### src/rtl/mips_multicycle_ctrl.sv
// Multicycle MIPS sequencing controller: Moore FSM driving datapath selects,
// register enables and ALU control, stalling on a memory-ready handshake.
module mips_multicycle_ctrl #(
  parameter bit USE_READY = 1'b1
) (
  input  logic       clk,
  input  logic       reset,
  input  logic [5:0] op,
  input  logic [5:0] funct,
  input  logic       zero,
  input  logic       mem_ready,
  output logic       pcen,
  output logic       iord,
  output logic       memwrite,
  output logic       irwrite,
  output logic       regdst,
  output logic       memtoreg,
  output logic       regwrite,
  output logic       alusrca,
  output logic [1:0] alusrcb,
  output logic [1:0] pcsrc,
  output logic [2:0] alucontrol,
  output logic [3:0] state,
  output logic       illegal_op
);

  typedef enum logic [3:0] {
    S_FETCH   = 4'd0,
    S_DECODE  = 4'd1,
    S_MEMADR  = 4'd2,
    S_MEMRD   = 4'd3,
    S_MEMWB   = 4'd4,
    S_MEMWR   = 4'd5,
    S_EXECUTE = 4'd6,
    S_ALUWB   = 4'd7,
    S_BRANCH  = 4'd8,
    S_ADDIEX  = 4'd9,
    S_ADDIWB  = 4'd10,
    S_JUMP    = 4'd11
  } state_t;

  localparam logic [5:0] OP_RTYPE = 6'b000000;
  localparam logic [5:0] OP_LW    = 6'b100011;
  localparam logic [5:0] OP_SW    = 6'b101011;
  localparam logic [5:0] OP_BEQ   = 6'b000100;
  localparam logic [5:0] OP_ADDI  = 6'b001000;
  localparam logic [5:0] OP_J     = 6'b000010;

  state_t     r_state;
  state_t     w_next;
  logic       r_illegal;
  logic       w_ready;
  logic       w_bad_op;
  logic [1:0] w_aluop;
  logic       w_pcen;
  logic       w_irwrite;
  logic       w_memwrite;
  logic       w_regwrite;

  assign w_ready = USE_READY ? mem_ready : 1'b1;

  always_ff @(posedge clk or negedge reset) begin
    if (!reset) begin
      r_state   <= S_FETCH;
      r_illegal <= 1'b0;
    end else begin
      r_state <= w_next;
      if (r_state == S_DECODE && w_bad_op)
        r_illegal <= 1'b1;
    end
  end

  always_comb begin
    w_bad_op = 1'b0;
    w_next   = S_FETCH;
    case (r_state)
      S_FETCH:   w_next = w_ready ? S_DECODE : S_FETCH;
      S_DECODE: begin
        case (op)
          OP_LW, OP_SW: w_next = S_MEMADR;
          OP_RTYPE:     w_next = S_EXECUTE;
          OP_BEQ:       w_next = S_BRANCH;
          OP_ADDI:      w_next = S_ADDIEX;
          OP_J:         w_next = S_JUMP;
          default: begin
            w_next   = S_FETCH;
            w_bad_op = 1'b1;
          end
        endcase
      end
      S_MEMADR:  w_next = (op == OP_LW) ? S_MEMRD : S_MEMWR;
      S_MEMRD:   w_next = w_ready ? S_MEMWB : S_MEMRD;
      S_MEMWR:   w_next = w_ready ? S_FETCH : S_MEMWR;
      S_EXECUTE: w_next = S_ALUWB;
      S_ADDIEX:  w_next = S_ADDIWB;
      default:   w_next = S_FETCH;
    endcase
  end

  always_comb begin
    w_pcen     = 1'b0;
    w_irwrite  = 1'b0;
    w_memwrite = 1'b0;
    w_regwrite = 1'b0;
    iord       = 1'b0;
    regdst     = 1'b0;
    memtoreg   = 1'b0;
    alusrca    = 1'b0;
    alusrcb    = 2'b00;
    pcsrc      = 2'b00;
    w_aluop    = 2'b00;
    case (r_state)
      S_FETCH: begin
        alusrcb   = 2'b01;
        w_pcen    = w_ready;
        w_irwrite = w_ready;
      end
      S_DECODE: alusrcb = 2'b11;
      S_MEMADR: begin
        alusrca = 1'b1;
        alusrcb = 2'b10;
      end
      S_MEMRD: iord = 1'b1;
      S_MEMWB: begin
        memtoreg   = 1'b1;
        w_regwrite = 1'b1;
      end
      S_MEMWR: begin
        iord       = 1'b1;
        w_memwrite = 1'b1;
      end
      S_EXECUTE: begin
        alusrca = 1'b1;
        w_aluop = 2'b10;
      end
      S_ALUWB: begin
        regdst     = 1'b1;
        w_regwrite = 1'b1;
      end
      S_BRANCH: begin
        alusrca = 1'b1;
        w_aluop = 2'b01;
        pcsrc   = 2'b01;
        w_pcen  = zero;
      end
      S_ADDIEX: begin
        alusrca = 1'b1;
        alusrcb = 2'b10;
      end
      S_ADDIWB: w_regwrite = 1'b1;
      S_JUMP: begin
        pcsrc  = 2'b10;
        w_pcen = 1'b1;
      end
      default: ;
    endcase
  end

  always_comb begin
    alucontrol = 3'b010;
    case (w_aluop)
      2'b01: alucontrol = 3'b110;
      2'b10: begin
        case (funct)
          6'b100010: alucontrol = 3'b110;
          6'b100100: alucontrol = 3'b000;
          6'b100101: alucontrol = 3'b001;
          6'b101010: alucontrol = 3'b111;
          default:   alucontrol = 3'b010;
        endcase
      end
      default: alucontrol = 3'b010;
    endcase
  end

  // Write strobes are forced low combinationally so an asserted reset
  // cannot leak a side effect in the cycle it arrives.
  assign pcen       = w_pcen & reset;
  assign irwrite    = w_irwrite & reset;
  assign memwrite   = w_memwrite & reset;
  assign regwrite   = w_regwrite & reset;
  assign state      = r_state;
  assign illegal_op = r_illegal;

endmodule

### config.mk
export PLATFORM = sky130hd
export DESIGN_NAME = mips_multicycle_ctrl
export DESIGN_NICKNAME = d
export VERILOG_FILES = /design/src/rtl/mips_multicycle_ctrl.sv
export SDC_FILE = /design/constraint.sdc
export NUM_CORES = 1
export LEC_CHECK = 0
export CAP_MARGIN = 20
export CORE_MARGIN = 2
export CORE_UTILIZATION = 43
export DETAILED_ROUTE_END_ITERATION = 7
export GPL_ROUTABILITY_DRIVEN = 0
export PLACE_DENSITY_LB_ADDON = 0.2
export SYNTH_ARGS = -nofsm -noshare
export SYNTH_HDL_FRONTEND = slang
export SYNTH_SLANG_ARGS = --single-unit
### constraint.sdc
create_clock -name clk -period 2.8 [get_ports clk]
set_input_delay 0.56 -clock clk [delete_from_list [all_inputs] [get_ports clk]]
set_output_delay 0.56 -clock clk [all_outputs]
set_load 0.005 [all_outputs]
# == Yosys cells after proc, flatten, opt, wreduce, memory -nomap -nowiden ==
# Cells that the tools add are included.
# totals
regBits,5
input_bits,16
output_inout_bits,20
wordCells,58
# op_classes
eq_ne,22
muxes,21
bitwise_logic,4
n_reduce_logical,9
# op_table
cell,count
"== test 6 bit, second input constant",6
case mux 4 bit (7 select lines),1
case mux 4 bit (5 select lines),1
"== test 4 x 3 -> 1 bit, second input constant",4
"== test 4 bit, second input constant",4
case mux 3 bit (4 select lines),1
2-to-1 mux 1 bit,10
2-to-1 mux 3 bit,3
"== test 4 x 2 -> 1 bit, second input constant",2
case mux 2 bit (2 select lines),2
"== test 6 x 2 -> 1 bit, second input constant",1
"== test 6 x 3 -> 1 bit, second input constant",1
"== test 6 x 4 -> 1 bit, second input constant",1
logical NOT 6 bit,1
case mux 2 bit (3 select lines),1
case mux 3 bit (2 select lines),1
OR reduction 2 bit,3
OR reduction 6 bit,1
AND 1 bit,4
"== test 4 x 1 -> 1 bit, second input constant",1
logical NOT 4 bit,1
OR reduction 4 bit,1
case mux 1 bit (3 select lines),1
OR reduction 3 bit,1
other kinds (3),3

# == Depth between registers and ports, before layout ==
# Gate-level depths: netlist of the first run.
# logic_depth
ltp_word,5
ltp_mapped,8
depth_no_buf,7

# == Least setup slack after synthesis of the first run ==
# No wires, ideal clock.
# synth_path
path_kind,flip-flop to output port
startpoint,register r_state[2] (netlist: state[2])
endpoint,output alucontrol[2]
arrival_time_ps,1593
required_ps,2240
path_slack_ps,647
path_stages_with_launch,9
path_buffers,1
cell_sequence,dfrtp_1 -> buf_2 -> nand2b_1 -> nor3_1 -> inv_2 -> ha_1 -> nor4bb_1 -> a21oi_1 -> nor2_1
# synth_via
elab_chain_len,4
word_cells_on_any_way,6
cone_classes,eq/ne: 4; mux: 2
# synth_lines
item,line,text
from (decl),49,state_t r_state;
from (signal assigned),67,r_state <= w_next;
== test 4 bit / == test 4 x 3 -> 1 bit (equally long branches),112,case (r_state)
case mux 2 bit (2 select lines) (*),112,
== test 2 bit / == test 2 x 1 -> 1 bit (equally long branches),161,case (w_aluop)
case mux 3 bit (2 select lines) (*),161,
to (decl),22,"output logic [2:0] alucontrol,"
# Mark *: on every way between the ends. The rest lies on a longest branch, timed or not.

# == Worst setup path after layout of the first run ==
# layout_path
startpoint,register r_state[3] (netlist: state[3])
endpoint,output alucontrol[2]
# The elaborated chain is that of the path after synthesis.

==> results.md, run 1 <==
- At the end of the flow, the number of nets in the layout was ~160.
- The final-layout fill cell count is 125.
- In the routed layout, each cell is associated on average with a via count of ~6.0.
- Yosys mapped a number of flops with a built-in enable equal to 0.
- The final setup skew is approximately 0.0010 ns.
- After the flow finishes, the layout carries non-filler instances totaling ~150.
- Summing all multi-input logic gate instances after layout gives ~570 um^2.
- After synthesis, the mean cell area works out to around 7.3 um^2.
- The kind of start point of the critical path is a flop.
- The floorplan die width is approximately 45 um.
- The layout-stage area growth over the synthesis result is 59.1%.
- Input and output buffers added on the ports amount to 35.
- Hold timing on the final database bottoms out at a slack of around 0.45 ns.
- The post-synthesis instance area is roughly 730 um^2.
- STA classifies the critical path endpoint as an output port.
- Setup repair after global routing left no endpoint under its margin.
- The aggregate global-route resource usage is 0.227.
- The final total negative setup slack is 0 ns.
- The chip height is between 40 and 50 um.
- The total number of clock tree sinks is 5.
- The fraction of layout cells with a size suffix above 1 is 0.147.
- Traced cell by cell, the critical path runs through and4bb_2, ha_2, nor4bb_4, a21oi_1, nor2_1, clkdlybuf4s50_1.
- The worst pin sits at a relative slew slack of 0.732.
- After clock tree synthesis, the clock-pin slew on the worst setup and hold paths is 0.05 ns.
- 0 antenna diodes ended up in the layout.
- The detail route stage leaves a number of antenna-violating nets equal to 0.
- The initial utilization of the core area, before any placement, comes to 0.474.
- TritonCTS built the clock tree.
- The number of setup buffers added after CTS is 0.
- At the later pin of the worst-skew pair, clock insertion delay measures roughly 0.24 ns.
- In the layout the commonest cells are sky130_fd_sc_hd__clkdlybuf4s50_1, sky130_fd_sc_hd__nor2_1, sky130_fd_sc_hd__nor3_1, sky130_fd_sc_hd__nor2b_1, sky130_fd_sc_hd__buf_4.
- Data arrives at the worst endpoint at around 2.1 ns.
- The required time of the worst setup path is 2.24 ns.
- The I/O pin count is 36.
- The register area is roughly 130 um^2.
- The wire length of the first global-routing pass is 3460 um.
- The worst-case IR drop observed on VDD is around 0.35 mV.
- The total via count after detailed routing is roughly 910.
- The proportion of register bits with asynchronous set or reset after synthesis is 1.00.
- The transition time of the tightest slew-check pin is approximately 0.4 ns.
- Setup violations remaining at the end of the flow were counted as 0.
- The initial DRC count is 26.
- After detailed routing, the average wire length per cell comes to 13.5 um.
- The class of the worst hold path is flop to flop.
- The root buffer cell chosen for the clock tree is sky130_fd_sc_hd__clkbuf_4.
- The row count is 14.
- Entering global routing, the biggest net connects 19 pins.
- The most common cell after layout, fill and taps aside is sky130_fd_sc_hd__clkdlybuf4s50_1.
- The maximum fanout encountered on the critical timing path is 3.
- The core region is ~1500 um^2.
- For this run, the detailed router's first-pass iteration total came to 4.
- The portion of the post-synthesis area used by sequential elements is 0.171.
- The highest achievable clock rate is 373 MHz.
- The biggest cell delay along the critical path is 0.50 ns.
- The TritonCTS buffer count is 3.
- In the synthesized netlist the dominant register cell turns out to be sky130_fd_sc_hd__dfrtp_1.
- Synthesis produced a netlist whose cell count is 100.
- In the finished design, the share of the clock period the worst path needs comes to 0.958.
- The final global-route overflow total is 0.
- Detailed placement ended at an HPWL of between 1500 and 2000 um.
- The cell with the biggest individual delay on the critical path is sky130_fd_sc_hd__clkdlybuf4s50_1.
- The area of the die is about 2000 um^2.
- Once layout is complete, the utilization of the core stands at 0.754.
- The post-synthesis sequential element count is 5.
- The total number of H-tree levels is 1.
- The clock passes through at most 2 buffers.
- Power spread over the standard cell area amounts to between 500 and 600 nW/um^2.
- After detailed routing, the number of remaining DRC violations is 0.
- The distinct cell type count of the synthesized netlist is 37.
- The via count of the first global-routing pass is 773.
- The final-report hold violation count is 0.
- The number of antenna violations at the first check in global routing is 0.
- The run finished with clean final reports.
- The total wirelength of the detailed-routed design is 2060 um.
- When the netlist entered floorplanning its net count stood at about 120.
- Across all register-to-register paths, the minimum setup slack is 1.21 ns.
- The leakage dissipation is between 0.4 and 0.5 nW.
- The number of max-slew violations in the final report came to 0.
- The path type of the worst setup path is flop to output port.
- The number of max-cap violations is 0.
- For this run, the number of Yosys warnings is 0.
- The number of placed instances with taps included is 148.
- The minimum period implied by the final worst setup slack is around 2.7 ns.
sequential cells by signal, summed over array words and instances (netlist names):
register    count
illegal_op      1
state           4
per-stage QoR:
step / setup WS [ns] / power (mW) / area [um^2]
floorplan: 0.647 / 0.345 / 731
global placement: 0.202 / 0.513 / 1100
detailed placement: 0.126 / 0.520 / 1100
CTS: 0.0440 / 0.611 / 1150
global route: 0.00178 / 0.666 / 1160
finish: 0.118 / 0.618 / 1160
metal layers:
layer	routed length, um	track usage	vias up
met3	119	0.0120	4
met4	40	0.0882	0
met2	1070	0.403	48
met1	822	0.285	427
li1	-	-	434
met5	0	0	-
worst max-delay path, delay by kind of cell (launching register included):
kind	cells	cell delay (ns)
compound gates	1	0.11
buf+inv	1	0.50
simple gates	3	0.66
flops	1	0.42
fa+ha+maj	1	0.20
layout make-up:
class / count / share of cell area
tap: 16 / 0.0172
sequential: 5 / 0.110
timing repair buffer: 41 / 0.342
multi-input combinational: 80 / 0.489
inverter: 6 / 0.0194
clock buffer: 4 / 0.0226
final timing paths:
kind | to | startpoint | cells after the start
max in group asynchronous | state[1]$_DFF_PN0_ | reset | 2
setup reg to reg | state[2]$_DFF_PN0_ | state[1]$_DFF_PN0_ | 4
hold / removal | illegal_op$_DFFE_PN0P_ | illegal_op$_DFFE_PN0P_ | 1
setup / recovery | alucontrol[2] | state[3]$_DFF_PN0_ | 6
min in group asynchronous | state[0]$_DFF_PN0_ | reset | 2
hold reg to reg | illegal_op$_DFFE_PN0P_ | illegal_op$_DFFE_PN0P_ | 1
power breakdown:
part           internal (mW)  switching, mW
Combinational          0.232          0.192
Clock                 0.0540         0.0317
Sequential            0.0894         0.0188
cells by family after synthesis:
| family | after synthesis | synth area share |
|---|---|---|
| flops | 5 | 0.171 |
| buf+inv | 15 | 0.0925 |
| compound gates | 22 | 0.211 |
| mux | 1 | 0.0154 |
| fa+ha+maj | 3 | 0.0514 |
| simple gates | 51 | 0.423 |
| xor+xnor | 3 | 0.0360 |
synth_stat cells (2+ instances only):
library cell / count / area share
sky130_fd_sc_hd__dfrtp_1: 5 / 0.17
sky130_fd_sc_hd__o21ai_1: 4 / 0.027
sky130_fd_sc_hd__nand3_1: 5 / 0.034
sky130_fd_sc_hd__nor2_1: 9 / 0.046
sky130_fd_sc_hd__nand3b_1: 2 / 0.021
sky130_fd_sc_hd__ha_1: 3 / 0.051
sky130_fd_sc_hd__inv_2: 2 / 0.010
sky130_fd_sc_hd__nand2b_1: 2 / 0.017
sky130_fd_sc_hd__or3b_1: 2 / 0.024
sky130_fd_sc_hd__o211ai_1: 2 / 0.021
sky130_fd_sc_hd__nand2_1: 4 / 0.021
sky130_fd_sc_hd__o21a_1: 2 / 0.021
sky130_fd_sc_hd__nor2b_1: 6 / 0.051
sky130_fd_sc_hd__a21oi_1: 4 / 0.027
sky130_fd_sc_hd__a31oi_1: 2 / 0.017
sky130_fd_sc_hd__nor3_1: 9 / 0.062
sky130_fd_sc_hd__nor3b_1: 4 / 0.041
sky130_fd_sc_hd__xor2_1: 3 / 0.036
sky130_fd_sc_hd__inv_1: 4 / 0.021
sky130_fd_sc_hd__buf_2: 9 / 0.062
repair_timing:
item                                   in CTS  in global routing
gates resized for setup                     5                  3
pin swaps                                   0                  1
endpoints found under the hold margin       0                  0
hold buffers                                0                  0
setup endpoints to repair                   2                  2
Note: power is estimated with default switching activity, not from simulation.
==> run 2, diff against run 1 <==
--- a/config.mk
+++ b/config.mk
@@ -11,6 +11,7 @@
 export DETAILED_ROUTE_END_ITERATION = 7
 export GPL_ROUTABILITY_DRIVEN = 0
 export PLACE_DENSITY_LB_ADDON = 0.2
+export SKIP_LAST_GASP = 1
 export SYNTH_ARGS = -nofsm -noshare
 export SYNTH_HDL_FRONTEND = slang
 export SYNTH_SLANG_ARGS = --single-unit
==> results of run 2 <==
Final layout, timing and power as in run 1 (identical DEF).
==> run 3, diff against run 2 <==
--- a/config.mk
+++ b/config.mk
@@ -5,11 +5,11 @@
 export SDC_FILE = /design/constraint.sdc
 export NUM_CORES = 1
 export LEC_CHECK = 0
+export ABC_AREA = 1
 export CAP_MARGIN = 20
 export CORE_MARGIN = 2
-export CORE_UTILIZATION = 43
+export CORE_UTILIZATION = 40
 export DETAILED_ROUTE_END_ITERATION = 7
-export GPL_ROUTABILITY_DRIVEN = 0
 export PLACE_DENSITY_LB_ADDON = 0.2
 export SKIP_LAST_GASP = 1
 export SYNTH_ARGS = -nofsm -noshare
==> constraint.sdc (replaced) <==
create_clock -name clk -period 3.18 [get_ports clk]
set_input_delay 0.636 -clock clk [delete_from_list [all_inputs] [get_ports clk]]
set_output_delay 0.636 -clock clk [all_outputs]
set_load 0.005 [all_outputs]
==> run 3 against run 2 <==
Against the previous run: register-to-register slack improved by 0.74 ns; synthesized area decreased by 15%; clock-buffer cell count unchanged; setup slack improved by 0.37 ns; sequential power decreased by 30%; clock skew about the same; non-clock buffer count decreased by 6; utilization decreased by 6.8 points; critical path type is now primary input to output port.
==> results.md, run 3 <==
- The post-cts sizing count is 0.
- The transition time of the tightest slew-check pin is about 0.3 ns.
- The commonest cells after synthesis are sky130_fd_sc_hd__nand2_1, sky130_fd_sc_hd__inv_1, sky130_fd_sc_hd__nor2_1, sky130_fd_sc_hd__nand3_1, sky130_fd_sc_hd__dfrtp_1.
- The post-synthesis instance area is about 620 um^2.
- The highest achievable clock rate is between 300 and 400 MHz.
- The minimum period implied by the final worst setup slack is 2.70 ns.
- The synthesized instance count is roughly 120.
- The insertion delay to the later sink of the worst-skew pair is roughly 0.24 ns.
- Counting stages on the worst path, the most repeated cell is sky130_fd_sc_hd__clkdlybuf4s50_1.
- The leakage dissipation is ~0.53 nW.
- After clock tree synthesis, the flow added hold-fix buffers numbering 0.
- Pin placement for this block handled 36 I/O pins.
- The flow ran to the end, and the final reports show no timing, DRC or antenna violations.
- The post-synthesis net count is 134.
- Across the run, the number of max-cap violations was 0.
- For this run, the register share of the synthesized area comes to 0.200.
- The maximum ir drop on the vdd rail is roughly 0.12 mV.
- Entering global routing, the biggest net connects 8 pins.
- The worst pin sits at a relative slew slack of 0.799.
- The total via count after detailed routing is ~810.
- Of the post-synthesis cell area, the dominant cell type holds 0.200.
- Wires add up to 1690 um.
- The synthesized design contains 5 register bits.
- In the final routed layout, each cell accounts on average for a little under 10 um.
- The number of different library cells used by synthesis comes to 16.
- The slowest stage of the critical path belongs to the cell sky130_fd_sc_hd__clkdlybuf4s50_1.
- The critical path goes through clkdlybuf4s50_1, inv_1, a31oi_1, clkdlybuf4s50_1.
- In this run the remaining antenna-violating nets after routing total 0.
- After global routing the overflow that remains totals 0.
- The tree built by TritonCTS fans out to 5 sinks.
- The initial cell density of the core is 0.419.
- Dividing total power by cell area gives a power density of 257 nW/um^2.
- The required time of the worst setup path is around 2.5 ns.
- At the end of routability-driven placement, the weighted congestion stood at between 0.8 and 0.9.
- In the layout the commonest cells are sky130_fd_sc_hd__clkdlybuf4s50_1, sky130_fd_sc_hd__nand2_1, sky130_fd_sc_hd__inv_1, sky130_fd_sc_hd__nor2_1, sky130_fd_sc_hd__nand3_1.
- The path type of the worst setup path is primary input to output port.
- The number of max-slew violations in the final report is 0.
- Leaving out filler cells and counting taps, the final layout contains 170.
- The net count of the finished layout is roughly 170.
- The total cell area at the placement stage is ~990 um^2.
- STA classifies the critical path startpoint as a primary input.
- After detailed routing, the number of remaining DRC violations is 0.
- The biggest area contributor in the post-synthesis netlist is sky130_fd_sc_hd__dfrtp_1.
- The TritonCTS clock tree is done.
- The number of buffers and inverters on the critical path is 3.
- Yosys instantiated no cell more often than sky130_fd_sc_hd__nand2_1.
- The maximum fanout encountered on the critical timing path is 7.
- The floorplan step set the die width to between 40 and 50 um.
- In the post-synthesis netlist, the biggest area contributors are sky130_fd_sc_hd__dfrtp_1, sky130_fd_sc_hd__nand2_1, sky130_fd_sc_hd__inv_1.
- The worst slack on hold paths is approximately 0.50 ns.
- The floorplan step defined a die boundary enclosing between 1500 and 2000 um^2.
- The TritonCTS buffer count is 3.
- Setup repair after global routing left no endpoint under its margin.
- The first global-routing pass estimated between 2000 and 3000 um of wire.
- For this run, the slowest stage of the critical path takes about 0.64 ns.
- The total number of H-tree levels is 1.
- The count of flip-flops with a built-in enable after synthesis is 0.
- For the final database, setup skew stands at just under 0.0007 ns.
- Among all flip-flop cells after synthesis, the most frequent one is sky130_fd_sc_hd__dfrtp_1.
- Broken down by cell family, the worst path's largest delay share belongs to buffers and inverters.
- The number of antenna violations at the first check in global routing came to 0.
- The number of antenna diodes is 0.
- The clock input transition at the sequential cells of the worst setup and hold paths is around 0.04 ns.
- Data arrives at the worst endpoint at a little over 2 ns.
- Input and output buffers added on the ports amount to 35.
- The number of placed instances with taps included is ~170.
- The final total negative setup slack is 0 ns.
- The via count of the first global-routing pass was approximately 760.
- The deepest clock path buffer count is 2.
- The layout-stage area growth over the synthesis result is 63.5%.
- The yosys synthesis warning count is 0.
- In the finished design, the share of the clock period the worst path needs comes to 0.848.
- At the end of the flow the core is filled with cells to 0.686.
- In this run, the number of DRC markers left after iteration 0 of detailed routing was 2.
- Row generation in the floorplan step produced 14 rows.
- The total iterations of the first detailed-routing run is 4.
- Once detailed placement completed, the half-perimeter wirelength came to approximately 1500 um.
- For this run, asynchronously set or reset flops after synthesis account for 1.00.
- The register with the most flip-flops in the layout has 4 of them.
- Leaving out fill and tap cells, the most frequent cell in the layout is sky130_fd_sc_hd__clkdlybuf4s50_1.
- The core region is 1490 um^2.
- The final instance area is 1020 um^2.
- The final-report hold violation count was 0.
- After detailed routing, the number of vias per cell comes to about 4.8.
- The cell sitting at the root of the clock tree is a sky130_fd_sc_hd__clkbuf_4.
- STA classifies the critical path endpoint as an output port.
- The mean post-synth cell area is approximately 5.4 um^2.
- Buffers added to address setup during post-CTS repair amount to 0.
- In this run the vertical extent of the chip is ~44 um.
- The class of the worst hold path is flop to flop.
- The number of failing setup endpoints in the final timing report is 0.
- The aggregate global-route resource usage is 0.186.
- Of the cells placed in the final design, the portion with a size suffix greater than 1 is 0.0844.
run 3: cell types whose count changed after synthesis, moves of 8 or more:
cell                      delta
sky130_fd_sc_hd__inv_1      +21
sky130_fd_sc_hd__buf_2       -9
sky130_fd_sc_hd__nor2_1     +11
sky130_fd_sc_hd__nor3_1      -9
sky130_fd_sc_hd__nand3_1     +8
sky130_fd_sc_hd__nand2_1    +24
run 3: power breakdown:
group,switching [mW],internal (mW)
clock network,0.0243,0.0473
registers,0.00714,0.0685
logic,0.0537,0.0616
total,0.0852,0.177
run 3: cells by family after synthesis:
family	synth area share
flops	0.200
compound gates	0.0601
buf+inv	0.168
simple gates	0.511
fa+ha+maj	0.0601
run 3: worst min-delay path, cell delays in order (launching register included):
cell and delay [ns]:
sky130_fd_sc_hd__dfrtp_1 0.35, sky130_fd_sc_hd__inv_1 0.04, sky130_fd_sc_hd__nand2_1 0.07
run 3: layout make-up:
class	count	area, um^2
multi-input cells	82	394
clock buffers	4	26.3
inverters	28	105
fillers	136	468
repair buffers	35	350
well taps	16	20.0
flip-flops and latches	5	125
run 3: path summary, 6_finish.rpt:
| path | startpoint | end | cells past startpoint | slack (ns) |
|---|---|---|---|---|
| hold / removal | illegal_op$_DFFE_PN0P_ | illegal_op$_DFFE_PN0P_ | 2 | 0.50 |
| hold reg to reg | illegal_op$_DFFE_PN0P_ | illegal_op$_DFFE_PN0P_ | 2 | 0.50 |
| min in group asynchronous | reset | state[3]$_DFF_PN0_ | 1 | 0.65 |
| setup / recovery | reset | pcen | 4 | 0.48 |
| max in group asynchronous | reset | state[0]$_DFF_PN0_ | 1 | 2.30 |
| setup reg to reg | state[2]$_DFF_PN0_ | state[1]$_DFF_PN0_ | 5 | 1.95 |
run 3: per-layer routing:
metal / vias up / share of wire / track usage
li1: 432 / - / -
met1: 351 / 0.40 / 0.198
met2: 26 / 0.55 / 0.385
met3: 0 / 0.042 / 0.0208
met4: 0 / 0 / 0.0303
met5: - / 0 / 0
run 3: through the flow:
| stage | setup WS (ns) | total power [mW] |
|---|---|---|
| detailed placement | 0.475 | 0.193 |
| finish | 0.485 | 0.263 |
| global route | 0.334 | 0.279 |
| CTS | 0.468 | 0.264 |
| global placement | 0.489 | 0.188 |
| floorplan | 1.31 | 0.126 |
